### src/rtl/dmem_arb_pkg.sv
// rtl/dmem_arb_pkg.sv - shared types and constants for the data-memory arbiter
package dmem_arb_pkg;

    typedef enum logic [1:0] {
        IDLE   = 2'd0,
        ACCESS = 2'd1,
        RESP   = 2'd2
    } state_t;

    typedef enum logic {
        OWN_C = 1'b0,
        OWN_D = 1'b1
    } owner_t;

    localparam int ARB_RR    = 0;
    localparam int ARB_FIXED = 1;

endpackage

### src/rtl/rr_arb2.sv
// rtl/rr_arb2.sv - two-way picker between CPU (C) and debug (D) requesters
module rr_arb2
    import dmem_arb_pkg::*;
(
    input  logic [1:0] req_i,
    input  owner_t     last_grant_i,
    input  logic       mode_i,
    output owner_t     winner_o
);

    // req_i[0] is C, req_i[1] is D; a tie in fixed mode always goes to C
    always_comb begin
        winner_o = OWN_C;
        if (req_i == 2'b10) begin
            winner_o = OWN_D;
        end else if (req_i == 2'b11 && !mode_i && last_grant_i == OWN_C) begin
            winner_o = OWN_D;
        end
    end

endmodule

### src/rtl/dmem_arbiter.sv
// rtl/dmem_arbiter.sv - shares the data-RAM port between CPU load/store and debug loader
module dmem_arbiter
    import dmem_arb_pkg::*;
#(
    parameter int DW       = 32,
    parameter int AW       = 32,
    parameter int ARB_MODE = ARB_RR
) (
    input  logic          clk,
    input  logic          rst,
    input  logic          c_req_i,
    input  logic          c_we_i,
    input  logic [AW-1:0] c_addr_i,
    input  logic [DW-1:0] c_wdata_i,
    input  logic          c_addrSelect_i,
    output logic          c_ack_o,
    output logic          c_rvalid_o,
    output logic [DW-1:0] c_rdata_o,
    input  logic          d_req_i,
    input  logic          d_we_i,
    input  logic [AW-1:0] d_addr_i,
    input  logic [DW-1:0] d_wdata_i,
    input  logic          d_addrSelect_i,
    output logic          d_ack_o,
    output logic          d_rvalid_o,
    output logic [DW-1:0] d_rdata_o,
    output logic          m_we_o,
    output logic [AW-1:0] m_addr_o,
    output logic [DW-1:0] m_wdata_o,
    output logic          m_addrSelect_o,
    input  logic [DW-1:0] m_rdata_i,
    output logic          stall_o
);

    state_t        state_q, state_d;
    owner_t        owner_q, owner_d;
    owner_t        last_q, last_d;
    owner_t        winner;
    logic          we_q, we_d;
    logic [AW-1:0] addr_q, addr_d;
    logic [DW-1:0] wdata_q, wdata_d;
    logic          asel_q, asel_d;
    logic [DW-1:0] c_rdata_q, c_rdata_d;
    logic [DW-1:0] d_rdata_q, d_rdata_d;
    logic          in_access, in_resp;

    rr_arb2 u_pick (
        .req_i        ({d_req_i, c_req_i}),
        .last_grant_i (last_q),
        .mode_i       (ARB_MODE == ARB_FIXED),
        .winner_o     (winner)
    );

    always_comb begin
        state_d   = state_q;
        owner_d   = owner_q;
        last_d    = last_q;
        we_d      = we_q;
        addr_d    = addr_q;
        wdata_d   = wdata_q;
        asel_d    = asel_q;
        c_rdata_d = c_rdata_q;
        d_rdata_d = d_rdata_q;
        case (state_q)
            IDLE: begin
                if (c_req_i || d_req_i) begin
                    owner_d = winner;
                    last_d  = winner;
                    state_d = ACCESS;
                    if (winner == OWN_C) begin
                        we_d    = c_we_i;
                        addr_d  = c_addr_i;
                        wdata_d = c_wdata_i;
                        asel_d  = c_addrSelect_i;
                    end else begin
                        we_d    = d_we_i;
                        addr_d  = d_addr_i;
                        wdata_d = d_wdata_i;
                        asel_d  = d_addrSelect_i;
                    end
                end
            end
            ACCESS: state_d = we_q ? IDLE : RESP;
            RESP: begin
                state_d = IDLE;
                if (owner_q == OWN_C) c_rdata_d = m_rdata_i;
                else                  d_rdata_d = m_rdata_i;
            end
            default: state_d = IDLE;
        endcase
    end

    always_ff @(posedge clk) begin
        if (rst) begin
            state_q   <= IDLE;
            owner_q   <= OWN_C;
            last_q    <= OWN_D;
            we_q      <= 1'b0;
            addr_q    <= '0;
            wdata_q   <= '0;
            asel_q    <= 1'b0;
            c_rdata_q <= '0;
            d_rdata_q <= '0;
        end else begin
            state_q   <= state_d;
            owner_q   <= owner_d;
            last_q    <= last_d;
            we_q      <= we_d;
            addr_q    <= addr_d;
            wdata_q   <= wdata_d;
            asel_q    <= asel_d;
            c_rdata_q <= c_rdata_d;
            d_rdata_q <= d_rdata_d;
        end
    end

    // Reset masks strobes so a reset edge never commits a write or reports stale read data
    assign in_access = (state_q == ACCESS) && !rst;
    assign in_resp   = (state_q == RESP) && !rst;

    assign c_ack_o    = in_access && (owner_q == OWN_C);
    assign d_ack_o    = in_access && (owner_q == OWN_D);
    assign c_rvalid_o = in_resp && (owner_q == OWN_C);
    assign d_rvalid_o = in_resp && (owner_q == OWN_D);
    assign c_rdata_o  = c_rvalid_o ? m_rdata_i : c_rdata_q;
    assign d_rdata_o  = d_rvalid_o ? m_rdata_i : d_rdata_q;

    assign m_we_o         = in_access && we_q;
    assign m_addr_o       = addr_q;
    assign m_wdata_o      = wdata_q;
    assign m_addrSelect_o = asel_q;
    assign stall_o        = c_req_i && !c_ack_o;

endmodule

### config.mk
export PLATFORM = sky130hd
export DESIGN_NAME = dmem_arbiter
export DESIGN_NICKNAME = d
export VERILOG_FILES = /design/src/rtl/dmem_arb_pkg.sv /design/src/rtl/rr_arb2.sv /design/src/rtl/dmem_arbiter.sv
export SDC_FILE = /design/constraint.sdc
export NUM_CORES = 1
export LEC_CHECK = 0
export CORE_MARGIN = 4
export CORE_UTILIZATION = 41
export CTS_BUF_LIST = sky130_fd_sc_hd__clkbuf_8
export CTS_CLUSTER_DIAMETER = 40
export DETAILED_ROUTE_END_ITERATION = 10
export GPL_TIMING_DRIVEN = 0
export HOLD_SLACK_MARGIN = 0.02
export PLACE_DENSITY = 0.93
export SKIP_CTS_REPAIR_TIMING = 1
export SLEW_MARGIN = 10
export SYNTH_ARGS = -nofsm -noshare
export SYNTH_HDL_FRONTEND = slang
export SYNTH_SLANG_ARGS = --single-unit
### constraint.sdc
create_clock -name clk -period 3 [get_ports clk]
set_clock_uncertainty 0.15 [all_clocks]
set_input_delay 0.9 -clock clk [delete_from_list [all_inputs] [get_ports clk]]
set_output_delay 0.9 -clock clk [all_outputs]
set_load 0.01 [all_outputs]
==> flow_metrics.tcl <==
set metrics [dict create \
    final-seq-area_um2 2680 \
    drt_iter0_drc 357 \
    remaining_drc_errors 0 \
    cts.sinks 134 \
    synth_top_cell_by_area "dfxtp_1" \
    slew_headroom 0.583 \
    grt_start_max_net_pins 17 \
    yosys.area_share.simple 0.102 \
    synth.area.top_cells "dfxtp_1 (46%), a311oi_1 (9.9%), a22o_1 (9.6%), mux2_2 (9.1%), nand2_1 (8.5%)" \
    status "complete, but fails checks" \
    grt_usage 0.250 \
    layout.nets 1144 \
    muxShareOfSynthArea 0.123 \
    dr.pass1.iters 5 \
    core_area_um2 13900 \
    syn_nets 784 \
    synthXorXnorAreaFrac 0 \
    worstSkewPairLatency_ps 430 \
    power.total_uw 4590 \
    period_needed_ps 3310 \
    setup_viol 65 \
    synth_fa_ha_area_frac 0 \
    netlist_instances 616 \
    critPathKind "in -> out" \
    use_met3 0.0803 \
    max_freq_mhz 302 \
    hold_viol 0 \
    hp-class "reg -> reg" \
    area_growth_pct 76.9 \
    grt_overflow 0 \
    antenna_cells 0 \
    clk_path_buf_depth 2 \
    fp.dieH_um 127 \
    ys.warnings.count 0 \
    synth_cell_type_count 26 \
    grt_antenna_before_repair 0 \
    post-dp-hpwl_mm 16.3 \
    vdd_ir_drop_max_uv 394 \
    wl_mm 24.1 \
    hold_slack_ps 305 \
    final_cell_mix "clkdlybuf4s50_1 (231), dfxtp_1 (133), nand2_1 (132)" \
    routabilityCongestion 0.953 \
    synth_top_area_share 0.459 \
    worstMarginPinSlew_ps 626 \
    use_met1 0.272 \
    cp_data_arrival_time_ps 2260 \
    rsz0062_at_grt "yes" \
    syn_area_per_cell_um2 9.48 \
    cts-htree-levels 4 \
    grt.busiest_layer "met2" \
    die_x_um 127 \
    die-area_um2 16200 \
    power_density_nw_per_um2 444 \
    crit_required_ps 1950 \
    boundaryPins 303 \
    initial_utilization 0.419 \
    io_buffers 302 \
    slowest_stage "mux2_4" \
    tritoncts "yes" \
    synth_seq_cells 134 \
    post-route-period-util 1.10 \
    cp_max_fo 5 \
    critPathMaxStageDelay_ps 300 \
    final_common_cell "clkdlybuf4s50_1" \
    clockRootBuffer "clkbuf_8" \
    worst_setup_path_start_kind "input pin" \
    max_cap_violations 0 \
    drive_gt1_frac 0.252 \
    row_count 43 \
    violations "setup timing" \
    ant_nets 0 \
    fillers 918 \
    setup_slack_ps -307 \
    multi_input_area_um2 3100 \
    grt_pass1_wl_mm 32.3 \
    clk_pin_slew_worst_paths_ps 80 \
    vias 6434 \
    syn_area_um2 5840 \
    cts_buffers 17 \
    post_drt_wl_per_cell_um 20.6 \
    path_cells "buf_8, buf_6, nor4b_4, buf_4, buf_12, clkbuf_16, mux2_4, clkbuf_2" \
    drt-vias-per-instance 5.50 \
    cp-end-kind "output pin" \
    grt_pass1_vias 6236 \
    finalMaxSlewViolations 0 \
    synth_top_family_by_area "compound AO/OA/AOI/OAI gates" \
    yosysSeqAreaShare 0.459 \
    p_leak_uw 0.00424 \
    synth_compound_area_frac 0.260 \
    use_met2 0.455 \
    final_util 0.742 \
]
[area by class of cell]
| type | instances | area share |
|---|---|---|
| flip-flops and latches | 134 | 0.260 |
| inverters | 3 | 0.00109 |
| well taps | 180 | 0.0218 |
| clock buffers | 19 | 0.0253 |
| repair buffers | 342 | 0.344 |
| plain buffers | 63 | 0.0379 |
| clock inverters | 13 | 0.0105 |
| multi-input cells | 415 | 0.300 |
[metrics by stage]
stage / worst slack [ps] / instances / setup TNS, ps / instance area (µm²)
final: -307 / 1169 / -15090 / 10300
after global routing: -348 / 1169 / -17360 / 10300
after CTS: -1110 / 1130 / -68430 / 9550
after detailed placement: -1100 / 1098 / -67950 / 9180
after global placement: -1060 / 1098 / -66910 / 9180
after floorplan: 8.26 / 616 / 0 / 5940
[report_power, final]
group          internal [µW]  total (µW)  switching (µW)
Combinational            639        1160             517
Sequential              1910        1990            82.6
Clock                    691        1440             750
Total                   3240        4590            1350
[path summary, 6_finish.rpt]
path,from,end,slack [ps],cells after the start
setup / recovery,rst,d_rdata_o[23],-310,8
setup reg to reg,state_q[0],d_rdata_q[30],950,9
hold reg to reg,we_q,state_q[1],300,1
hold / removal,we_q,state_q[1],300,1
[sequential cells by signal (all words and copies together), names as in the netlist]
register,count
m_wdata_o,32
state_q,2
c_rdata_q,32
m_addrSelect_o,1
d_rdata_q,32
m_addr_o,32
last_q,1
owner_q,1
we_q,1
[logic make-up after synthesis]
group                  Yosys count
AO/OA/AOI/OAI                  203
buffers and inverters           67
flip-flops                     134
multiplexers                    64
AND/OR/NAND/NOR                148
[synth_stat cells]
library cell,count
a21oi_1,67
nand2_1,132
a22o_1,64
clkbuf_1,26
or3b_2,1
mux2_1,17
nor3_1,1
nor4b_2,2
o21ai_0,2
a31oi_1,2
buf_6,1
dfxtp_1,134
buf_1,1
buf_4,8
a21boi_2,1
nand3b_1,1
buf_2,28
or2_2,2
a21bo_2,1
nor2b_1,1
inv_1,2
mux2_2,47
a311oi_1,66
nand3_1,1
nor2_1,7
inv_2,1
[worst max-delay path, delay by kind of cell]
family	cells	cell delay [ps]
muxes	1	300
buffers and inverters	6	820
and+or+nand+nor	1	230
[per-layer routing]
layer | part of all wire | vias up
li1 | - | 3005
met5 | 0 | -
met2 | 0.52 | 333
met4 | 0.037 | 0
met1 | 0.35 | 3041
met3 | 0.086 | 55
(Power assumes the default switching activity.)
